==> src/rtl/hazard_scoreboard.sv <==
// Hazard scoreboard: tracks EX/MEM/WB destinations to produce operand forwarding
// selects, load-use stalls, redirect bubbles and stall/flush event counters.
module hazard_scoreboard #(
  parameter int ADDR_W = 5,
  parameter int CNT_W  = 32
) (
  input  logic              clk,
  input  logic              reset,
  input  logic              id_valid,
  input  logic [ADDR_W-1:0] id_rs,
  input  logic [ADDR_W-1:0] id_rt,
  input  logic              id_use_rs,
  input  logic              id_use_rt,
  input  logic [ADDR_W-1:0] id_dest,
  input  logic              id_regwrite,
  input  logic              id_memread,
  input  logic              ex_redirect,
  output logic              stall,
  output logic              bubble_idex,
  output logic              flush_ifid,
  output logic [1:0]        fwd_a,
  output logic [1:0]        fwd_b,
  output logic [CNT_W-1:0]  stall_count,
  output logic [CNT_W-1:0]  flush_count
);

  typedef struct packed {
    logic              valid;
    logic              regwrite;
    logic              memread;
    logic [ADDR_W-1:0] dest;
  } stage_t;

  typedef struct packed {
    stage_t            base;
    logic              use_rs;
    logic              use_rt;
    logic [ADDR_W-1:0] rs;
    logic [ADDR_W-1:0] rt;
  } ex_stage_t;

  localparam logic [ADDR_W-1:0] ZERO_REG = {ADDR_W{1'b0}};
  localparam logic [CNT_W-1:0]  CNT_ONE  = {{(CNT_W-1){1'b0}}, 1'b1};

  ex_stage_t        e_q, e_d;
  stage_t           m_q, m_d, w_q, w_d;
  logic [CNT_W-1:0] stall_count_q, stall_count_d;
  logic [CNT_W-1:0] flush_count_q, flush_count_d;
  logic             stall_s;
  logic             bubble_s;

  // M is the younger producer and wins over W; loads in M have no data yet.
  function automatic logic [1:0] fwd_sel(
    input logic              e_valid,
    input logic              use_src,
    input logic [ADDR_W-1:0] src,
    input stage_t            m,
    input stage_t            w
  );
    logic [1:0] sel;
    sel = 2'b00;
    if (e_valid && use_src && (src != ZERO_REG)) begin
      if (m.valid && m.regwrite && !m.memread && (m.dest == src)) begin
        sel = 2'b01;
      end else if (w.valid && w.regwrite && (w.dest == src)) begin
        sel = 2'b10;
      end else begin
        sel = 2'b00;
      end
    end else begin
      sel = 2'b00;
    end
    return sel;
  endfunction

  // Load-use detection against the load sitting in EX; a redirect squashes the consumer.
  always_comb begin
    logic load_in_ex;
    logic src_hit;
    load_in_ex = e_q.base.valid && e_q.base.memread && (e_q.base.dest != ZERO_REG);
    src_hit    = (id_use_rs && (id_rs == e_q.base.dest)) ||
                 (id_use_rt && (id_rt == e_q.base.dest));
    stall_s    = id_valid && load_in_ex && src_hit && !ex_redirect;
    bubble_s   = stall_s || ex_redirect;
  end

  // Next-state: pipeline shift, bubble insertion and event counting.
  always_comb begin
    m_d           = e_q.base;
    w_d           = m_q;
    stall_count_d = stall_count_q;
    flush_count_d = flush_count_q;
    e_d           = '0;
    if (bubble_s) begin
      e_d = '0;
    end else begin
      e_d.base.valid    = id_valid;
      e_d.base.regwrite = id_regwrite;
      e_d.base.memread  = id_memread;
      e_d.base.dest     = id_dest;
      e_d.use_rs        = id_use_rs;
      e_d.use_rt        = id_use_rt;
      e_d.rs            = id_rs;
      e_d.rt            = id_rt;
    end
    if (stall_s) begin
      stall_count_d = stall_count_q + CNT_ONE;
    end else begin
      stall_count_d = stall_count_q;
    end
    if (ex_redirect) begin
      flush_count_d = flush_count_q + CNT_ONE;
    end else begin
      flush_count_d = flush_count_q;
    end
  end

  // State registers with synchronous reset overriding all inputs.
  always_ff @(posedge clk) begin
    if (reset) begin
      e_q           <= '0;
      m_q           <= '0;
      w_q           <= '0;
      stall_count_q <= {CNT_W{1'b0}};
      flush_count_q <= {CNT_W{1'b0}};
    end else begin
      e_q           <= e_d;
      m_q           <= m_d;
      w_q           <= w_d;
      stall_count_q <= stall_count_d;
      flush_count_q <= flush_count_d;
    end
  end

  assign stall       = stall_s;
  assign bubble_idex = bubble_s;
  assign flush_ifid  = ex_redirect;
  assign fwd_a       = fwd_sel(e_q.base.valid, e_q.use_rs, e_q.rs, m_q, w_q);
  assign fwd_b       = fwd_sel(e_q.base.valid, e_q.use_rt, e_q.rt, m_q, w_q);
  assign stall_count = stall_count_q;
  assign flush_count = flush_count_q;

endmodule

==> config.mk <==
export PLATFORM = sky130hd
export DESIGN_NAME = hazard_scoreboard
export DESIGN_NICKNAME = d
export VERILOG_FILES = /design/src/rtl/hazard_scoreboard.sv
export SDC_FILE = /design/constraint.sdc
export NUM_CORES = 1
export LEC_CHECK = 0
export ABC_CLOCK_PERIOD_IN_PS = 3000
export BUFFER_PORTS_ARGS = -buffer_cell sky130_fd_sc_hd__buf_2
export CORE_AREA = 4 4 126 140
export DETAILED_ROUTE_END_ITERATION = 12
export DIE_AREA = 0 0 130 144
export GPL_ROUTABILITY_DRIVEN = 0
export PLACE_DENSITY_LB_ADDON = 0.05
export SYNTH_ARGS = -nofsm -noshare
export SYNTH_HDL_FRONTEND = slang
export SYNTH_SLANG_ARGS = --single-unit
export TNS_END_PERCENT = 5
==> constraint.sdc <==
create_clock -name clk -period 3 [get_ports clk]
set_input_delay 0.15 -clock clk [delete_from_list [all_inputs] [get_ports clk]]
set_output_delay 0.15 -clock clk [all_outputs]
set_load 0.01 [all_outputs]
# --- Yosys cells after proc, flatten, opt, wreduce, memory -nomap -nowiden ---
# Cells that the tools add are included.
totals:
  regBits: 99
  output_inout_bits: 71
op_classes:
  n_eq_ne: 6
  n_mux: 6
  n_reduce_logical: 26
  addsub: 2
ops:
  columns: ["operator", "n"]
  rows:
  - ["$add 32x1->32 const B", 2]
  - ["$eq 5x5->1", 6]
  - ["$logic_and 1x1->1", 18]
  - ["$reduce_bool 5->1", 3]
  - ["$mux 2", 6]
  - ["$logic_not 1->1", 2]
  - ["$logic_or 1x1->1", 2]
  - ["$reduce_or 2->1", 1]

# --- Depth between registers and ports, before layout ---
depth:
  word_depth: 7
  depth_mapped: 8

# --- Worst setup path after synthesis ---
# No wires, ideal clock.
synth_path:
  path_kind: "flip-flop to flip-flop"
  startpoint: "reg stall_count_q[13], in the netlist stall_count[13]"
  endpoint: "reg stall_count_q[29], in the netlist stall_count[29]"
  path_stages_with_launch: 6
  path_slack_ns: 0.728
  t_arrival_ns: 2.201
  synth_period_minus_slack_ns: 2.272
  setup_ns: 0.070
  n_path_buf: 0
  path_cell_list: "dfxtp_1 nand4_2 or4_1 or4b_1 or4_1 a21oi_1"
synth_between:
  elab_chain_cells: 1
synth_lines:
  columns: ["item", "line", "rtl"]
  rows:
  - ["from (decl)", "47", "logic [CNT_W-1:0] stall_count_q, stall_count_d;"]
  - ["from (signal assigned)", "124", "stall_count_q <= {CNT_W{1'b0}};"]
  - ["from (signal assigned)", "130", "stall_count_q <= stall_count_d;"]
  - ["$add 32x1->32", "107", "stall_count_d = stall_count_q + CNT_ONE;"]
# No other way between the ends.
# A chain may end at the register's enable or synchronous reset.

# --- Worst setup path in the final report ---
layout_path:
  startpoint: "reg stall_count_q[12], in the netlist stall_count[12]"
  endpoint: "reg stall_count_q[29], in the netlist stall_count[29]"
# The elaborated chain is that of the path after synthesis.

==> metrics.md <==
| Metric | Value |
|---|---|
| # hold bufs at CTS | 5 |
| Avg WL per Cell | roughly 15 microns |
| Status | finished clean |
| Post-synthesis async set-or-reset flop share | 0% |
| GR Util met2 | around 22% |
| Largest net degree at the start of global routing | 45 |
| Crit path kind | reg -> reg |
| Leak | 2.066 nW |
| Initial Util | 27.80% |
| CTS H-tree depth | 3 |
| Skew final | approximately 5.2 ps |
| Met3 global-route usage | 2.290% |
| Max frequency | between 400 and 500 MHz |
| CP max FO | 8 |
| Min-Delay Path Class | in -> reg |
| Synthesized cell area | about 0.0045 sq mm |
| Worst skew pair latency | roughly 350 ps |
| Mapped Nets | ~530 |
| Register area share after synthesis | around 44% |
| Die span in x | 130 microns |
| CP endpoint kind | register |
| RSZ-0062 raised after global routing | false |
| I/O pin cnt | 94 |
| Synth Area per Inst | 8.892 sq um |
| Share of layout cells above drive strength 1 | between 20% and 30% |
| CP startpoint kind | register |
| CTS tree | done |
| Gr usage total | about 13% |
| Slew @ Worst Pin | 729.9 ps |
| Via density | slightly below 5 |
| Grt total ovfl | 0 |
| Initial DRT Pass Iterations | 4 |
| Final hold violations | 0 |
| Fillers | around 1,800 |
| Final Non-Filler Cells | approximately 800 |
| Postcts setup bufs | 0 |
| Antenna Nets Post-Route | 0 |
| Seq. cell area | 0.001982 sq mm |
| Root Driver | clkbuf_16 |
| Relative slew slack | between 50% and 60% |
| DR vias | 3,949 |
| Final core occ | 34.04% |
| Post-Syn Instances | roughly 510 |
| Worst IR Drop VDD | ~0.00023 V |
| Core area | about 0.016 sq mm |
| Max_cap viols | 0 |
| Multi-input logic area | 0.002379 sq mm |
| Die height | 144 microns |
| Crit path DAT | 2710 ps |
| Post-route DRC | 0 |
| Final TNS setup | 0 ps |
| Pwr Density | approximately 470 mW/mm^2 |
| Slew Viols, Final | 0 |
| Full die area | 0.01872 sq mm |
| Dpl cells | 780 |
| Layout Nets | 617 |
| Post_cts resized | 0 |
| Initial antenna violation count | 0 |
| Worst EP required | roughly 3300 ps |
| Row cnt | 49 |
| Total Power | 0.002606 W |
| CTS Buf Count | 9 |
| Initial DRC count | 217 |
| Most used routing layer | met2 |
| # diodes | 0 |
| Vias in the first global route | 3,812 |
| Synth-to-layout area growth | 22.47% |
| M1 GR Usage | between 15 and 20% |
| Num Clock Sinks | 99 |
| Min Tclk post-route | about 2400 ps |
| Synth warnings | 0 |
| Yosys cell types | 41 |
| Yosys reg bits | 99 |
| Final setup violation count | 0 |
| DRT Wirelength | 12,320 microns |
| # port buffers | 93 |
| Top FF cell, synth | dfxtp_1 |
| Deepest clock path buffer count | 2 |
| First-pass GRT wire length | 20,030 microns |
| Clk slew on worst S/H paths | 70 ps |
| Period utilization | 81.20% |
| DPL Wire Length | 9078 microns |
| Post-synth EDFFs | 0 |
## placed cells by master, fill, tap and decap left out, drive strengths merged, types with 2 or more instances in the layout
| master | netlist | routed |
|---|---|---|
| a21oi | 34 | 34 |
| nand3 | 22 | 22 |
| and3 | 3 | 3 |
| nor4 | 8 | 8 |
| buf | 2 | 101 |
| inv | 8 | 9 |
| xor2 | 23 | 23 |
| ha | 2 | 2 |
| xnor2 | 35 | 35 |
| clkbuf | 29 | 10 |
| and2 | 24 | 24 |
| nand4 | 21 | 21 |
| or4 | 36 | 36 |
| clkinv | 0 | 4 |
| and4b | 2 | 2 |
| nor2b | 16 | 16 |
| nand4b | 2 | 2 |
| nand2 | 25 | 25 |
| o31ai | 30 | 30 |
| or3 | 6 | 6 |
| or2 | 2 | 2 |
| o21ai | 4 | 4 |
| o211ai | 2 | 2 |
| nor2 | 37 | 37 |
| nor3 | 16 | 16 |
| dfxtp | 99 | 99 |
| dlygate4sd3 | 0 | 5 |
| and4 | 9 | 9 |
## per-stage QoR
stage	setup WS, ps	hold slack [ps]	instance area [sq um]
after CTS	528.8	3.251	5510
after detailed placement	556.0	354.4	5171
final	564.0	16.75	5510
after global routing	397.6	8.130	5510
after floorplan	728.1	271.7	4499
after global placement	632.8	350.9	5171
## sequential cells by signal (all words and copies together), names as in the netlist
signal / count
e_q: 20
flush_count: 32
stall_count: 32
m_q: 8
w_q: 7
## worst max-delay path, stage by stage, from the launching register on
cell	delay, ps
dfxtp_1	460
nand4_2	210
or4_1	590
or4b_1	550
or4_1	410
a21oi_1	150
## final timing paths
path	startpoint	slack, ps	endpoint	cells after the start
hold / removal	id_dest[4]	20	e_q[16]	2
hold reg to reg	e_q[18]	440	m_q[6]	1
setup / recovery	stall_count[12]	560	stall_count[29]	5
setup reg to reg	stall_count[12]	560	stall_count[29]	5
## cells in the mapped netlist (3+ instances only)
master,instances,area share (%)
dfxtp_1,99,44
nand3_1,22,2.4
nor2b_1,16,2.2
and2_1,24,3.3
o31ai_1,30,5.0
nand4_1,20,2.8
and4_1,8,1.6
nor2_1,37,3.1
xor2_1,23,4.5
xnor2_1,35,6.8
nand2_1,25,2.1
a21oi_1,34,3.8
and3_1,3,0.42
clkbuf_1,29,2.4
nor3_1,16,1.8
nor4_1,7,0.97
o21ai_0,4,0.44
or3_1,5,0.70
inv_1,8,0.67
or4_1,35,5.8
## kinds of logic after synthesis
family,count (synthesis),synth area share [%]
AO/OA/AOI/OAI,75,10.43
adder cells (fa/ha/maj),2,0.5561
buffers and inverters,39,3.365
AND/OR/NAND/NOR,231,29.84
XOR/XNOR,58,11.29
multiplexers,2,0.4727
flip-flops,99,44.05
## per-layer routing
| layer | vias up | wire (microns) | share of wire [%] |
|---|---|---|---|
| li1 | 2003 | - | - |
| met1 | 1856 | 5778 | 47 |
| met2 | 77 | 5901 | 48 |
| met3 | 13 | 437 | 3.5 |
| met4 | 0 | 203 | 1.6 |
| met5 | - | 0 | 0 |
## area by class of cell
cell class	count	share of cell area (%)
clock buffers	10	4.337
clock inverters	6	0.9083
flip-flops and latches	99	35.97
inverters	8	0.5450
well taps	204	4.632
repair buffers	106	10.45
multi-input cells	368	43.17
## report_power, final
part / leakage, nW / internal, W / switching [W]
clock network: 0.141 / 0.000594 / 0.000535
logic: 1.12 / 0.0000558 / 0.0000689
registers: 0.802 / 0.00133 / 0.0000205
No activity file was read; power rests on OpenSTA's default activity.
